### config.mk
export PLATFORM = sky130hd
export DESIGN_NAME = pla_fsm_unit
export DESIGN_NICKNAME = d
export VERILOG_FILES = /design/src/rtl/pla_fsm_pkg.sv /design/src/rtl/pla_term.sv /design/src/rtl/pla_fsm_unit.sv
export SDC_FILE = /design/constraint.sdc
export NUM_CORES = 1
export LEC_CHECK = 0
export CAP_MARGIN = 20
export CORE_AREA = 4 4 103 105
export DETAILED_ROUTE_END_ITERATION = 8
export DIE_AREA = 0 0 107 109
export DONT_BUFFER_PORTS = 1
export MAX_ROUTING_LAYER = met4
export PLACE_DENSITY = 0.89
export SKIP_LAST_GASP = 1
export SLEW_MARGIN = 20
export SYNTH_ARGS = -nofsm -noshare
export SYNTH_HDL_FRONTEND = slang
export SYNTH_SLANG_ARGS = --single-unit
### constraint.sdc
create_clock -name clk -period 2.2 [get_ports clk]
set_clock_uncertainty 0.15 [all_clocks]
set_input_delay 0.22 -clock clk [delete_from_list [all_inputs] [get_ports clk]]
set_output_delay 0.22 -clock clk [all_outputs]
set_load 0.03 [all_outputs]
### src/rtl/pla_fsm_pkg.sv
// Shared constants, sizing helpers and per-cycle action encoding for the
// programmable sum-of-products state machine cell.
package pla_fsm_pkg;

    // Position of each literal's select bit inside a 2-bit AND-plane field
    localparam int LIT_TRUE = 0;
    localparam int LIT_COMP = 1;

    typedef enum logic [2:0] {
        OP_HOLD,
        OP_CFG,
        OP_CLR,
        OP_STEP
    } op_e;

    function automatic int cfg_bits(input int n_in, input int n_st,
                                    input int n_out, input int n_term);
        return n_term * 2 * (n_in + n_st) + n_term * (n_st + n_out);
    endfunction

    function automatic int and_base(input int t, input int l);
        return t * 2 * l;
    endfunction

    function automatic int or_base(input int t, input int a, input int w);
        return a + t * w;
    endfunction

endpackage

### src/rtl/pla_term.sv
// One programmable product term: every literal can be required true,
// required false, ignored, or (both selects set) force the term to zero.
module pla_term
    import pla_fsm_pkg::*;
#(
    parameter int L = 6
) (
    input  logic [L-1:0]   x,
    input  logic [2*L-1:0] tc,
    output logic           term
);

    always_comb begin
        term = 1'b1;
        for (int j = 0; j < L; j++) begin
            term &= (~tc[2*j+LIT_TRUE] | x[j]) & (~tc[2*j+LIT_COMP] | ~x[j]);
        end
    end

endmodule

### src/rtl/pla_fsm_unit.sv
// Field-programmable PLA state machine cell with a serial config scan chain
// and a combinational cascade OR input for building wider functions.
module pla_fsm_unit
    import pla_fsm_pkg::*;
#(
    parameter int N_IN   = 4,
    parameter int N_ST   = 2,
    parameter int N_OUT  = 2,
    parameter int N_TERM = 8
) (
    input  logic             clk,
    input  logic             rst,
    input  logic             cfg_en,
    input  logic             cfg_data,
    output logic             cfg_out,
    output logic             cfg_valid,
    input  logic             step,
    input  logic             st_clr,
    input  logic [N_IN-1:0]  in,
    input  logic [N_OUT-1:0] cas_in,
    output logic [N_ST-1:0]  state,
    output logic [N_OUT-1:0] out
);

    localparam int L        = N_IN + N_ST;
    localparam int W        = N_ST + N_OUT;
    localparam int A        = N_TERM * 2 * L;
    localparam int CFG_BITS = cfg_bits(N_IN, N_ST, N_OUT, N_TERM);
    localparam int CW       = $clog2(CFG_BITS + 1);

    logic [CFG_BITS-1:0] cfg_reg, cfg_nxt;
    logic [CW-1:0]       cfg_cnt, cnt_nxt;
    logic                valid_nxt;
    logic [N_OUT-1:0]    out_reg, out_nxt;
    logic [N_ST-1:0]     state_nxt;
    logic [L-1:0]        x;
    logic [N_TERM-1:0]   term;
    logic [W-1:0]        sum;
    op_e                 op;

    assign x = {state, in};

    for (genvar t = 0; t < N_TERM; t++) begin : g_term
        pla_term #(.L(L)) u_term (
            .x    (x),
            .tc   (cfg_reg[and_base(t, L) +: 2*L]),
            .term (term[t])
        );
    end

    always_comb begin
        sum = '0;
        for (int t = 0; t < N_TERM; t++) begin
            if (term[t]) sum |= cfg_reg[or_base(t, A, W) +: W];
        end
    end

    // Loading always wins over stepping so a half-written plane never runs
    always_comb begin
        op = OP_HOLD;
        if (cfg_en)                  op = OP_CFG;
        else if (st_clr)             op = OP_CLR;
        else if (step && cfg_valid)  op = OP_STEP;
    end

    always_comb begin
        cfg_nxt   = cfg_reg;
        cnt_nxt   = cfg_cnt;
        state_nxt = state;
        out_nxt   = out_reg;
        case (op)
            OP_CFG: begin
                cfg_nxt = {cfg_data, cfg_reg[CFG_BITS-1:1]};
                if (cfg_valid)                   cnt_nxt = CW'(1);
                else if (cfg_cnt < CW'(CFG_BITS)) cnt_nxt = cfg_cnt + CW'(1);
            end
            OP_CLR:  state_nxt = '0;
            OP_STEP: begin
                state_nxt = sum[N_ST-1:0];
                out_nxt   = sum[W-1:N_ST];
            end
            default: ;
        endcase
        valid_nxt = (cnt_nxt == CW'(CFG_BITS));
    end

    always_ff @(posedge clk) begin
        if (rst) begin
            cfg_reg   <= '0;
            cfg_cnt   <= '0;
            cfg_valid <= 1'b0;
            state     <= '0;
            out_reg   <= '0;
        end else begin
            cfg_reg   <= cfg_nxt;
            cfg_cnt   <= cnt_nxt;
            cfg_valid <= valid_nxt;
            state     <= state_nxt;
            out_reg   <= out_nxt;
        end
    end

    assign cfg_out = cfg_reg[0];
    assign out     = out_reg | cas_in;

endmodule
==> results of run 1 <==
logic make-up after synthesis:
| group | count (synthesis) | synth area share |
|---|---|---|
| compound gates | 31 | 0.03929 |
| xor+xnor | 5 | 0.007316 |
| fa+ha+maj | 1 | 0.002090 |
| buf+inv | 37 | 0.03365 |
| flops | 141 | 0.4715 |
| mux | 176 | 0.2943 |
| simple gates | 212 | 0.1519 |
stage by stage:
stage,util,hold WS [ps],instances
floorplan,-,217.2,603
global placement,0.6225,152.1,706
detailed placement,0.6225,154.5,706
==> metrics, run 1 <==
status stopped before the end; Exit stage 4_1_cts; tool error message [ERROR RSZ-0060] Max buffer count reached.; synthesized netlist cell count 603; Net Count, Synth 616; Clock Tree Buf Depth 2; Starting Density 0.6211; CTS sink count 141; Synth area leader dfxtp_1; cts hold-fix bufs 149; CTS Buf Count 17; IO Port Bufs 0; height of the chip 109 um; synth unique cells 38; flops & latches, synth 141; number of synthesis warnings 0; post-synth top area share 0.4715; top-count cell post-synth mux2i_1; post-CTS setup buffer count 0; CTS Root Buffer Type clkbuf_8; pre-CTS WS 248.9 ps; DP HPWL 7504 um; Mean Syn Cell Area 9.929 um^2; register area share after synthesis 0.4715; synth top area cells dfxtp_1 (47%), mux2i_1 (29%), nor2_1 (9.4%); post-cts gate resize count 0; Post-synth ARST share 0; Die W 107 um; Placed Area 6001 um^2; Synth top cells by count mux2i_1 (176), nor2_1 (150), dfxtp_1 (141), nand2_1 (27), buf_2 (14); EDFF count, synth 0; Row Count 36; H-tree depth 4; GP Congestion 0.9967; Ports 18; Synth Cell Area 5987 um^2; Top FF cell, synth dfxtp_1
==> run 2: changes to the inputs <==
- CORE_AREA: 4 4 103 105 -> 4 4 128 130
- DIE_AREA: 0 0 107 109 -> 0 0 132 134
- MAX_ROUTING_LAYER: met4 -> not set
- PLACE_DENSITY: 0.89 -> not set
- PLACE_DENSITY_LB_ADDON: not set -> 0.15
==> metrics, run 2 <==
synth unique cells 38 (unchanged); Synth area leader dfxtp_1; Sw Pwr 1.113 mW; fin crit period 2003 ps; EDFF count, synth 0 (unchanged); GRT Residual Overflow 0; DR vias 4520; total inserted antenna cells 0; IO Port Bufs 0 (unchanged); Synth top cells by count mux2i_1 (176), nor2_1 (150), dfxtp_1 (141), nand2_1 (27), buf_2 (14); final wirelength 14010 um; initial antenna violation count 1; post-CTS setup buffer count 0 (unchanged); Sw Ratio 0.2059; Max Slew Vio Count 0; Comb pwr share 0.030; DP HPWL 7920 um (+5.5%); WL/cell 15.80 um; core area 15150 um^2; first-pass GRT wire length 23310 um; Mean Syn Cell Area 9.929 um^2 (unchanged); worst skew pair latency 420 ps; power share of the sequential group 0.475; Pleak 3.314 nW; Overall Global Routing Usage 0.1650; Area Growth Syn to Fin 27.36%; slew margin rel. 0.7051; register area share after synthesis 0.4715 (unchanged); CTS tree built; final hold violations 0; H-tree depth 4 (unchanged); max FFs per register 128; RSZ-0062 raised after global routing false; share of layout cells above drive strength 1 0.07296; Clk network pwr share 0.495; R2R setup slack 200 ps; pre-CTS WS 221.9 ps (-27.01 ps); Post-synth ARST share 0 (unchanged); Top FF cell, synth dfxtp_1; synthesized netlist cell count 603 (unchanged); CTS sink count 141 (unchanged); Pre-Repair DR Iteration Count 4; data arrival time of the worst path 2210 ps; full die area 17690 um^2; power per cell area 709.3 nW/um^2; most used cells in the layout excluding fill and tap cells mux2i_1 (176), nor2_1 (149), dfxtp_1 (139), dlygate4sd3_1 (93), nand2_1 (27); leading cell type in the layout, fill and taps excluded mux2i_1; DR DRC count 0; maximum fanout along the worst path 6; pin count of the biggest net entering global routing 96; Starting Density 0.3953 (-0.2258); worst vdd ir 0.4758 mV; Worst Path Required 2410 ps; Clock Tree Buf Depth 2 (unchanged); GP Congestion 0.8305 (-17%); vias in the first global route 4515; Reg clk slew, reported paths 60 ps; flops & latches, synth 141 (unchanged); Row Count 45 (+25%); Vias/cell 5.096; ANT nets after route 0; final setup vio count 0; post-synth top area share 0.4715 (unchanged); HP Class in2reg; status complete, no violations; final setup margin 197.2 ps; Fin Setup TNS 0 ps; DRT iter0 DRCs 216; crit path launch type flip-flop; CTS Buf Count 17 (unchanged); Final period util 0.9104; height of the chip 134 um (+23%); Slew @ Worst Pin 442.4 ps; Critical Path Sink Type flip-flop; maxcap violations 0; P_int 4.295 mW; number of synthesis warnings 0 (unchanged); Synth Cell Area 5987 um^2 (unchanged); Ports 18 (unchanged); top-count cell post-synth mux2i_1; worst setup path category reg2reg; Die W 132 um (+23%); Net Count, Synth 616 (unchanged); FMAX 499.3 MHz; Tot Pwr 5.408 mW; synth top area cells dfxtp_1 (47%), mux2i_1 (29%), nor2_1 (9.4%); CTS Root Buffer Type clkbuf_16; Net count, final 702
run 2: per-stage QoR:
stage,hold WS (ps),area (um^2),instances,utilization
2_1_floorplan,217.2,5987,603,-
3_3_place_gp,160.8,6085,763,0.4017
3_5_place_dp,162.6,6085,763,0.4017
4_1_cts,14.92,7620,887,0.5031
5_1_grt,32.05,7625,887,0.5034
6_report,19.35,7625,887,0.5034
run 2: final timing paths:
kind / start / end / cells past startpoint
hold reg to reg: cfg_reg[14] / cfg_reg[13] / 2
setup / recovery: cfg_cnt[1] / cfg_cnt[2] / 7
hold / removal: cfg_en / cfg_cnt[3] / 4
setup reg to reg: cfg_cnt[1] / cfg_cnt[2] / 7
run 2: routing by layer:
layer	share of wire	track usage	vias up	routed length [um]
met1	0.46	0.2040	2170	6455
met3	0.042	0.04426	16	591
met2	0.48	0.2748	73	6773
met4	0.014	0.06476	0	191
li1	-	-	2261	-
met5	0	0	-	0
run 2: logic make-up (layout without fill, tap and decap cells):
kind of cell	count (synthesis)	after routing	share of synthesized area
flip-flops	141	141	0.4715
multiplexers	176	176	0.2943
AO/OA/AOI/OAI	31	31	0.03929
XOR/XNOR	5	5	0.007316
buffers and inverters	37	133	0.03365
AND/OR/NAND/NOR	212	212	0.1519
adder cells (fa/ha/maj)	1	1	0.002090
run 2: final cells by class:
type | instances | area, um^2
fill | 1438 | 7521
multi-input combinational | 425 | 2965
clock buffer | 22 | 484.2
inverter | 1 | 3.754
timing repair buffer | 103 | 1046
clock inverter | 7 | 65.06
sequential | 141 | 2825
tap | 188 | 235.2
run 2: critical path: stages (launching register included):
cell	delay, ps
dfxtp_2	380
ha_1	170
nand2b_1	110
nor3_1	150
a21oi_1	60
o2bb2ai_1	220
nor2b_1	150
dlygate4sd3_1	550
run 2: power by group through the flow:
stage	Sequential, mW	Clock [mW]	Combinational (mW)
6_report	2.57	2.68	0.161
5_1_grt	2.57	2.86	0.170
4_1_cts	2.57	2.74	0.161
3_5_place_dp	2.62	0	0.0870
3_3_place_gp	2.62	0	0.0868
2_1_floorplan	2.62	0	0.192
run 2: timing repair:
action                                  CTS  global route
hold buffers                             95             0
resized for setup                         0             3
endpoints found under the setup margin    0             2
endpoints found under the hold margin   141             0
No activity file was read; power rests on OpenSTA's default activity.
